==> config.mk <==
export PLATFORM = sky130hd
export DESIGN_NAME = mem_arbiter
export DESIGN_NICKNAME = d
export VERILOG_FILES = /design/src/rtl/riscv_mem_pkg.sv /design/src/rtl/mem_arb_prio.sv /design/src/rtl/mem_arbiter.sv
export SDC_FILE = /design/constraint.sdc
export NUM_CORES = 1
export LEC_CHECK = 0
export ABC_AREA = 1
export ABC_CLOCK_PERIOD_IN_PS = 1600
export BUFFER_PORTS_ARGS = -buffer_cell sky130_fd_sc_hd__buf_2
export CORE_MARGIN = 3
export CORE_UTILIZATION = 40
export CTS_CLUSTER_DIAMETER = 120
export CTS_CLUSTER_SIZE = 24
export DETAILED_ROUTE_END_ITERATION = 10
export PLACE_DENSITY_LB_ADDON = 0.3
export SLEW_MARGIN = 20
export SYNTH_ARGS = -nofsm -noshare
export SYNTH_HDL_FRONTEND = slang
export SYNTH_SLANG_ARGS = --single-unit
==> constraint.sdc <==
create_clock -name clk -period 1.6 [get_ports clk]
set_input_delay 0.16 -clock clk [delete_from_list [all_inputs] [get_ports clk]]
set_output_delay 0.16 -clock clk [all_outputs]
set_load 0.02 [all_outputs]
==> src/rtl/riscv_mem_pkg.sv <==
// Shared types for the IF/DM memory arbiter: FSM states, request owner and
// the latched memory request. Struct fields are sized for the widest supported bus.
package riscv_mem_pkg;

    localparam int MEM_ADDR_W = 32;
    localparam int MEM_DATA_W = 32;
    localparam int MEM_BE_W   = MEM_DATA_W / 8;

    typedef enum logic [1:0] {
        IDLE,
        ISSUE,
        WAIT
    } arb_state_t;

    typedef enum logic {
        OWN_IF,
        OWN_DM
    } arb_owner_t;

    typedef struct packed {
        logic                  we;
        logic [MEM_ADDR_W-1:0] addr;
        logic [MEM_DATA_W-1:0] wdata;
        logic [MEM_BE_W-1:0]   be;
    } mem_req_t;

endpackage

==> src/rtl/mem_arb_prio.sv <==
// Winner selection between fetch and data requests. Data wins by default;
// fetch is forced through once STARVE_MAX data grants have been made while it waited.
module mem_arb_prio #(
    parameter int STARVE_MAX = 4
) (
    input  logic clk,
    input  logic reset,
    input  logic arb_en,
    input  logic if_valid,
    input  logic dm_valid,
    output logic if_grant,
    output logic dm_grant
);

    localparam int CNT_W = $clog2(STARVE_MAX + 1);
    localparam logic [CNT_W-1:0] CNT_MAX = CNT_W'(STARVE_MAX);

    logic [CNT_W-1:0] starve_cnt_reg;
    logic             if_wins;

    assign if_wins  = if_valid && (!dm_valid || (starve_cnt_reg == CNT_MAX));
    assign if_grant = arb_en && if_wins;
    assign dm_grant = arb_en && dm_valid && !if_wins;

    // A fetch requester that drops its request forfeits any accumulated credit.
    always_ff @(posedge clk or negedge reset) begin
        if (!reset) begin
            starve_cnt_reg <= '0;
        end else if (!if_valid || if_grant) begin
            starve_cnt_reg <= '0;
        end else if (dm_grant && (starve_cnt_reg != CNT_MAX)) begin
            starve_cnt_reg <= starve_cnt_reg + 1'b1;
        end
    end

endmodule

==> src/rtl/mem_arbiter.sv <==
// Shares one single-port memory between the fetch and data ports of the pipeline.
// One transaction in flight at a time; the response is routed back to its owner.
module mem_arbiter #(
    parameter int ADDR_W     = 32,
    parameter int DATA_W     = 32,
    parameter int STARVE_MAX = 4
) (
    input  logic                clk,
    input  logic                reset,
    input  logic                if_req_valid,
    input  logic [ADDR_W-1:0]   if_req_addr,
    output logic                if_req_ready,
    output logic                if_rsp_valid,
    output logic [DATA_W-1:0]   if_rsp_data,
    input  logic                dm_req_valid,
    input  logic                dm_req_we,
    input  logic [ADDR_W-1:0]   dm_req_addr,
    input  logic [DATA_W-1:0]   dm_req_wdata,
    input  logic [DATA_W/8-1:0] dm_req_be,
    output logic                dm_req_ready,
    output logic                dm_rsp_valid,
    output logic [DATA_W-1:0]   dm_rsp_rdata,
    output logic                mem_req_valid,
    output logic                mem_req_we,
    output logic [ADDR_W-1:0]   mem_req_addr,
    output logic [DATA_W-1:0]   mem_req_wdata,
    output logic [DATA_W/8-1:0] mem_req_be,
    input  logic                mem_req_ready,
    input  logic                mem_rsp_valid,
    input  logic [DATA_W-1:0]   mem_rsp_rdata
);

    import riscv_mem_pkg::*;

    arb_state_t state_reg;
    arb_owner_t owner_reg;
    mem_req_t   req_reg;
    mem_req_t   grant_req;

    mem_arb_prio #(
        .STARVE_MAX (STARVE_MAX)
    ) u_prio (
        .clk      (clk),
        .reset    (reset),
        .arb_en   (state_reg == IDLE),
        .if_valid (if_req_valid),
        .dm_valid (dm_req_valid),
        .if_grant (if_req_ready),
        .dm_grant (dm_req_ready)
    );

    // Fetches are full-word reads, so they carry all byte enables and no data.
    always_comb begin
        grant_req = '0;
        if (dm_req_ready) begin
            grant_req.we    = dm_req_we;
            grant_req.addr  = MEM_ADDR_W'(dm_req_addr);
            grant_req.wdata = MEM_DATA_W'(dm_req_wdata);
            grant_req.be    = MEM_BE_W'(dm_req_be);
        end else begin
            grant_req.addr  = MEM_ADDR_W'(if_req_addr);
            grant_req.be    = '1;
        end
    end

    assign mem_req_we    = req_reg.we;
    assign mem_req_addr  = req_reg.addr[ADDR_W-1:0];
    assign mem_req_wdata = req_reg.wdata[DATA_W-1:0];
    assign mem_req_be    = req_reg.be[DATA_W/8-1:0];

    always_ff @(posedge clk or negedge reset) begin
        if (!reset) begin
            state_reg     <= IDLE;
            owner_reg     <= OWN_IF;
            req_reg       <= '0;
            mem_req_valid <= 1'b0;
            if_rsp_valid  <= 1'b0;
            if_rsp_data   <= '0;
            dm_rsp_valid  <= 1'b0;
            dm_rsp_rdata  <= '0;
        end else begin
            if_rsp_valid <= 1'b0;
            dm_rsp_valid <= 1'b0;
            case (state_reg)
                IDLE: begin
                    if (if_req_ready || dm_req_ready) begin
                        req_reg       <= grant_req;
                        owner_reg     <= dm_req_ready ? OWN_DM : OWN_IF;
                        mem_req_valid <= 1'b1;
                        state_reg     <= ISSUE;
                    end
                end
                ISSUE: begin
                    if (mem_req_ready) begin
                        mem_req_valid <= 1'b0;
                        state_reg     <= WAIT;
                    end
                end
                WAIT: begin
                    if (mem_rsp_valid) begin
                        state_reg <= IDLE;
                        if (owner_reg == OWN_DM) begin
                            dm_rsp_valid <= 1'b1;
                            dm_rsp_rdata <= req_reg.we ? '0 : mem_rsp_rdata;
                        end else begin
                            if_rsp_valid <= 1'b1;
                            if_rsp_data  <= mem_rsp_rdata;
                        end
                    end
                end
                default: state_reg <= IDLE;
            endcase
        end
    end

endmodule
==> out/qor.log <==
[run_status] outcome finished, violations left
[run_status] violated checks negative setup slack
[logic_synthesis] post-synth design cell area 6145 um^2
[flow_run] max-capacitance violation count 0
[sta] final sum of negative setup slack -0.05182 ns
[sta] number of pins with negative max-slew slack in the final report 0
[global_route] global-route wire length before repair 30.33 mm
[placed_design] area post-placement 7860 um^2
[detailed_routing] via count normalized by instance count 4.736
[sta] tightest hold margin 0.04078 ns
[detailed_routing] Antenna Violating Nets Remaining 0
[power_and_ir_drop] leakage 5.491 nW
[placed_design] number of buffers added on ports 276
[floorplanning] DIE HEIGHT 129.9 um
[global_route] global-route usage over all layers 22.77%
[worst_setup_path] critical path peak fanout 3
[detailed_routing] via count 6,251
[worst_setup_path] logic depth of the worst register-to-register path 11
[sta] clock period minus final worst setup slack 1.643 ns
[detailed_routing] routed len/inst 14.78 um
[worst_setup_path] path type of the worst setup path flop to output port
[worst_setup_path] Crit Reg-Reg Endpoint mem_req_wdata[30]$_DFFE_PN0P_
[floorplanning] Die Footprint 16,880 um^2
[layout] total number of nets in the final design 1,262
[min_path] classification of the worst-slack hold path input pin to flop
[min_path] critical hold path startpoint if_req_addr[10]
[logic_synthesis] flop and latch count out of synthesis 142
[layout] commonest cells after routing, fill and taps aside 326 x sky130_fd_sc_hd__nand2_1, 273 x sky130_fd_sc_hd__buf_2, 142 x sky130_fd_sc_hd__dfrtp_1
[placed_design] gpl congestion 0.8419
[clock_tree] TritonCTS clock tree built
[sta] unrepaired setup endpoints after global routing true
[min_path] terminating pin of the worst hold path mem_req_addr[10]$_DFFE_PN0P_
[layout] summed area of non-filler cells in the final layout 9315 um^2
[global_route] global-route congestion overflow total 0
[detailed_routing] post-detailed-route DRC marker count 0
[layout] share of post-route cells with drive strength above 1 32.45%
[layout] number of fill cells 1,264
[global_route] antenna violations before repair 1
[detailed_routing] Total Routed Length 19.50 mm
[clock_tree] total clock buffers created by CTS 17
[floorplanning] die outline width 129.9 um
[clock_tree] clock latency of the later-clocked register in the worst-skew pair 0.42 ns
[worst_setup_path] slack of the worst reg-to-reg path 0.03 ns
[detailed_routing] number of iterations in the first detailed-routing pass 5
[global_route] vias in the first global route 6,075
[sta] final-report hold violation count 0
[worst_setup_path] origin of the worst setup path u_prio.starve_cnt_reg[0]$_DFFE_PN0P_
[floorplanning] starting utilization of the core area 41.65%
[clock_tree] master cell of the clock root buffer sky130_fd_sc_hd__clkbuf_16
[sta] count of final setup violators 2
[power_and_ir_drop] P per Cell Area 1842 nW/um^2
[clock_tree] H-tree levels 4
[logic_synthesis] Net Count, Synth 895
[logic_synthesis] top cells by area, synth sky130_fd_sc_hd__dfrtp_1 58%, sky130_fd_sc_hd__nand2_1 20%, sky130_fd_sc_hd__nand3_1 8.0%
[placed_design] total instance count after detailed placement 1,204
[worst_setup_path] critical path required time 1.44 ns
[layout] commonest non-fill, non-tap cell in the layout sky130_fd_sc_hd__nand2_1
[worst_setup_path] critical path capture point type output port
[floorplanning] Top-Level Pins 277
[clock_tree] clock-pin slew reported for the worst setup and hold paths after clock tree synthesis 0.06 ns
[placed_design] HPWL Detailed 13.06 mm
[logic_synthesis] count of cell types in the netlist 20
[layout] number of non-filler instances in the completed layout 1,320
[worst_setup_path] Crit path arrival time 1.48 ns
[logic_synthesis] post-synthesis sequential area ratio 57.83%
[power_and_ir_drop] Power Total 17.16 mW
[detailed_routing] Initial DRC Count 303
[sta] final clock skew 0.01008 ns
[logic_synthesis] area share of the largest cell type after synthesis 57.83%
[layout] area overhead of the layout relative to synthesis 51.60%
[logic_synthesis] number of warnings reported in the yosys synthesis log 0
[logic_synthesis] number of instances in the synthesized netlist 754
[clock_tree] total number of clock tree sinks 142
[worst_setup_path] CP startpoint kind flop
[sta] post-route clock period utilization 102.7%
[min_path] Cells on Worst Hold Path 5
[sta] Relative slew margins 75.46%
[worst_setup_path] start of the worst register-to-register path u_prio.starve_cnt_reg[0]$_DFFE_PN0P_
[sta] worst slew pin tran 0.3681 ns
[logic_synthesis] most area-hungry cell type in the Yosys netlist sky130_fd_sc_hd__dfrtp_1
[clock_tree] Max Root-Sink Buffers 2
[sta] worst-case setup margin in the final layout -0.04265 ns
[sta] achievable frequency 0.6088 GHz
[global_route] maximum number of pins on one net before global-route repair 43
[power_and_ir_drop] IR drop worst, VDD 0.001067 V
[floorplanning] row count 44
[logic_synthesis] Syn Area/Cell 8.149 um^2
[floorplanning] Std-Cell Core Area 14,750 um^2
==> final cells by class <==
type / instances / area, um^2 / share of cell area, %
Antenna cell: 2 / 5.005 / 0.05373
Clock buffer: 23 / 457.9 / 4.916
Clock inverter: 9 / 88.84 / 0.9537
Inverter: 82 / 312.8 / 3.358
Multi-Input combinational cell: 488 / 2112 / 22.67
Sequential cell: 142 / 3553 / 38.15
Tap cell: 184 / 230.2 / 2.471
Timing Repair Buffer: 390 / 2555 / 27.43
==> what timing repair did <==
| item | CTS | global route |
|---|---|---|
| hold endpoints to repair | 172 | 0 |
| pin swaps | 2 | 2 |
| endpoints found under the setup margin | 2 | 70 |
| buffers inserted | 7 | 3 |
| cloned | 0 | 1 |
| hold buffers | 72 | 0 |
| gates resized for setup | 15 | 12 |
==> critical path, cell delays in order (launching register included) <==
cell                      delay, ns
sky130_fd_sc_hd__dfrtp_1       0.38
sky130_fd_sc_hd__inv_2         0.09
sky130_fd_sc_hd__ha_4          0.13
sky130_fd_sc_hd__nand2_2       0.05
sky130_fd_sc_hd__nand2_2       0.08
sky130_fd_sc_hd__nand2_2       0.08
sky130_fd_sc_hd__nand2_4       0.08
sky130_fd_sc_hd__inv_4         0.05
sky130_fd_sc_hd__buf_6         0.12
==> power breakdown <==
group	switching, mW	internal (mW)
Sequential	0.773	5.11
Combinational	4.94	2.67
Clock	1.49	2.18
Total	7.20	9.96
==> cells in the mapped netlist (all sizes together) <==
cell	n
buf	30
nor2	7
clkbuf	12
dfrtp	142
o21ai	38
xor2	1
ha	2
a21oi	4
o22ai	1
nand2	333
nand3	99
inv	82
nand4	3
==> through the flow <==
stage	worst slack (ns)	util, %
6_report	-0.04265	63.14
5_1_grt	-0.1059	63.12
4_1_cts	-0.03752	62.47
3_5_place_dp	0.02277	53.27
3_3_place_gp	0.04047	53.27
2_1_floorplan	0.1826	-
==> logic make-up (layout without fill, tap and decap cells) <==
| logic type | after synthesis | after routing | synth area share (%) |
|---|---|---|---|
| AO/OA/AOI/OAI | 43 | 43 | 3.523 |
| AND/OR/NAND/NOR | 442 | 442 | 29.55 |
| buffers and inverters | 124 | 504 | 8.552 |
| XOR/XNOR | 1 | 1 | 0.1426 |
| adder cells (fa/ha/maj) | 2 | 2 | 0.4072 |
| other | 0 | 2 | 0 |
| flip-flops | 142 | 142 | 57.83 |
==> routing by layer <==
layer | vias to the layer above | GRT usage [%] | share of wire, %
li1 | 3059 | - | -
met1 | 2847 | 28.58 | 40
met2 | 294 | 37.31 | 50
met3 | 51 | 5.076 | 6.6
met4 | 0 | 11.25 | 3.8
met5 | - | 0 | 0
==> worst max path at each step <==
stage | to | cells after the start
after CTS | dm_req_ready | 8
after global placement | dm_req_ready | 8
final | dm_req_ready | 8
after floorplan | mem_req_addr[14]$_DFFE_PN0P_ | 11
after detailed placement | dm_req_ready | 8
after global routing | dm_req_ready | 8
Power figures use the tool's default switching activity.
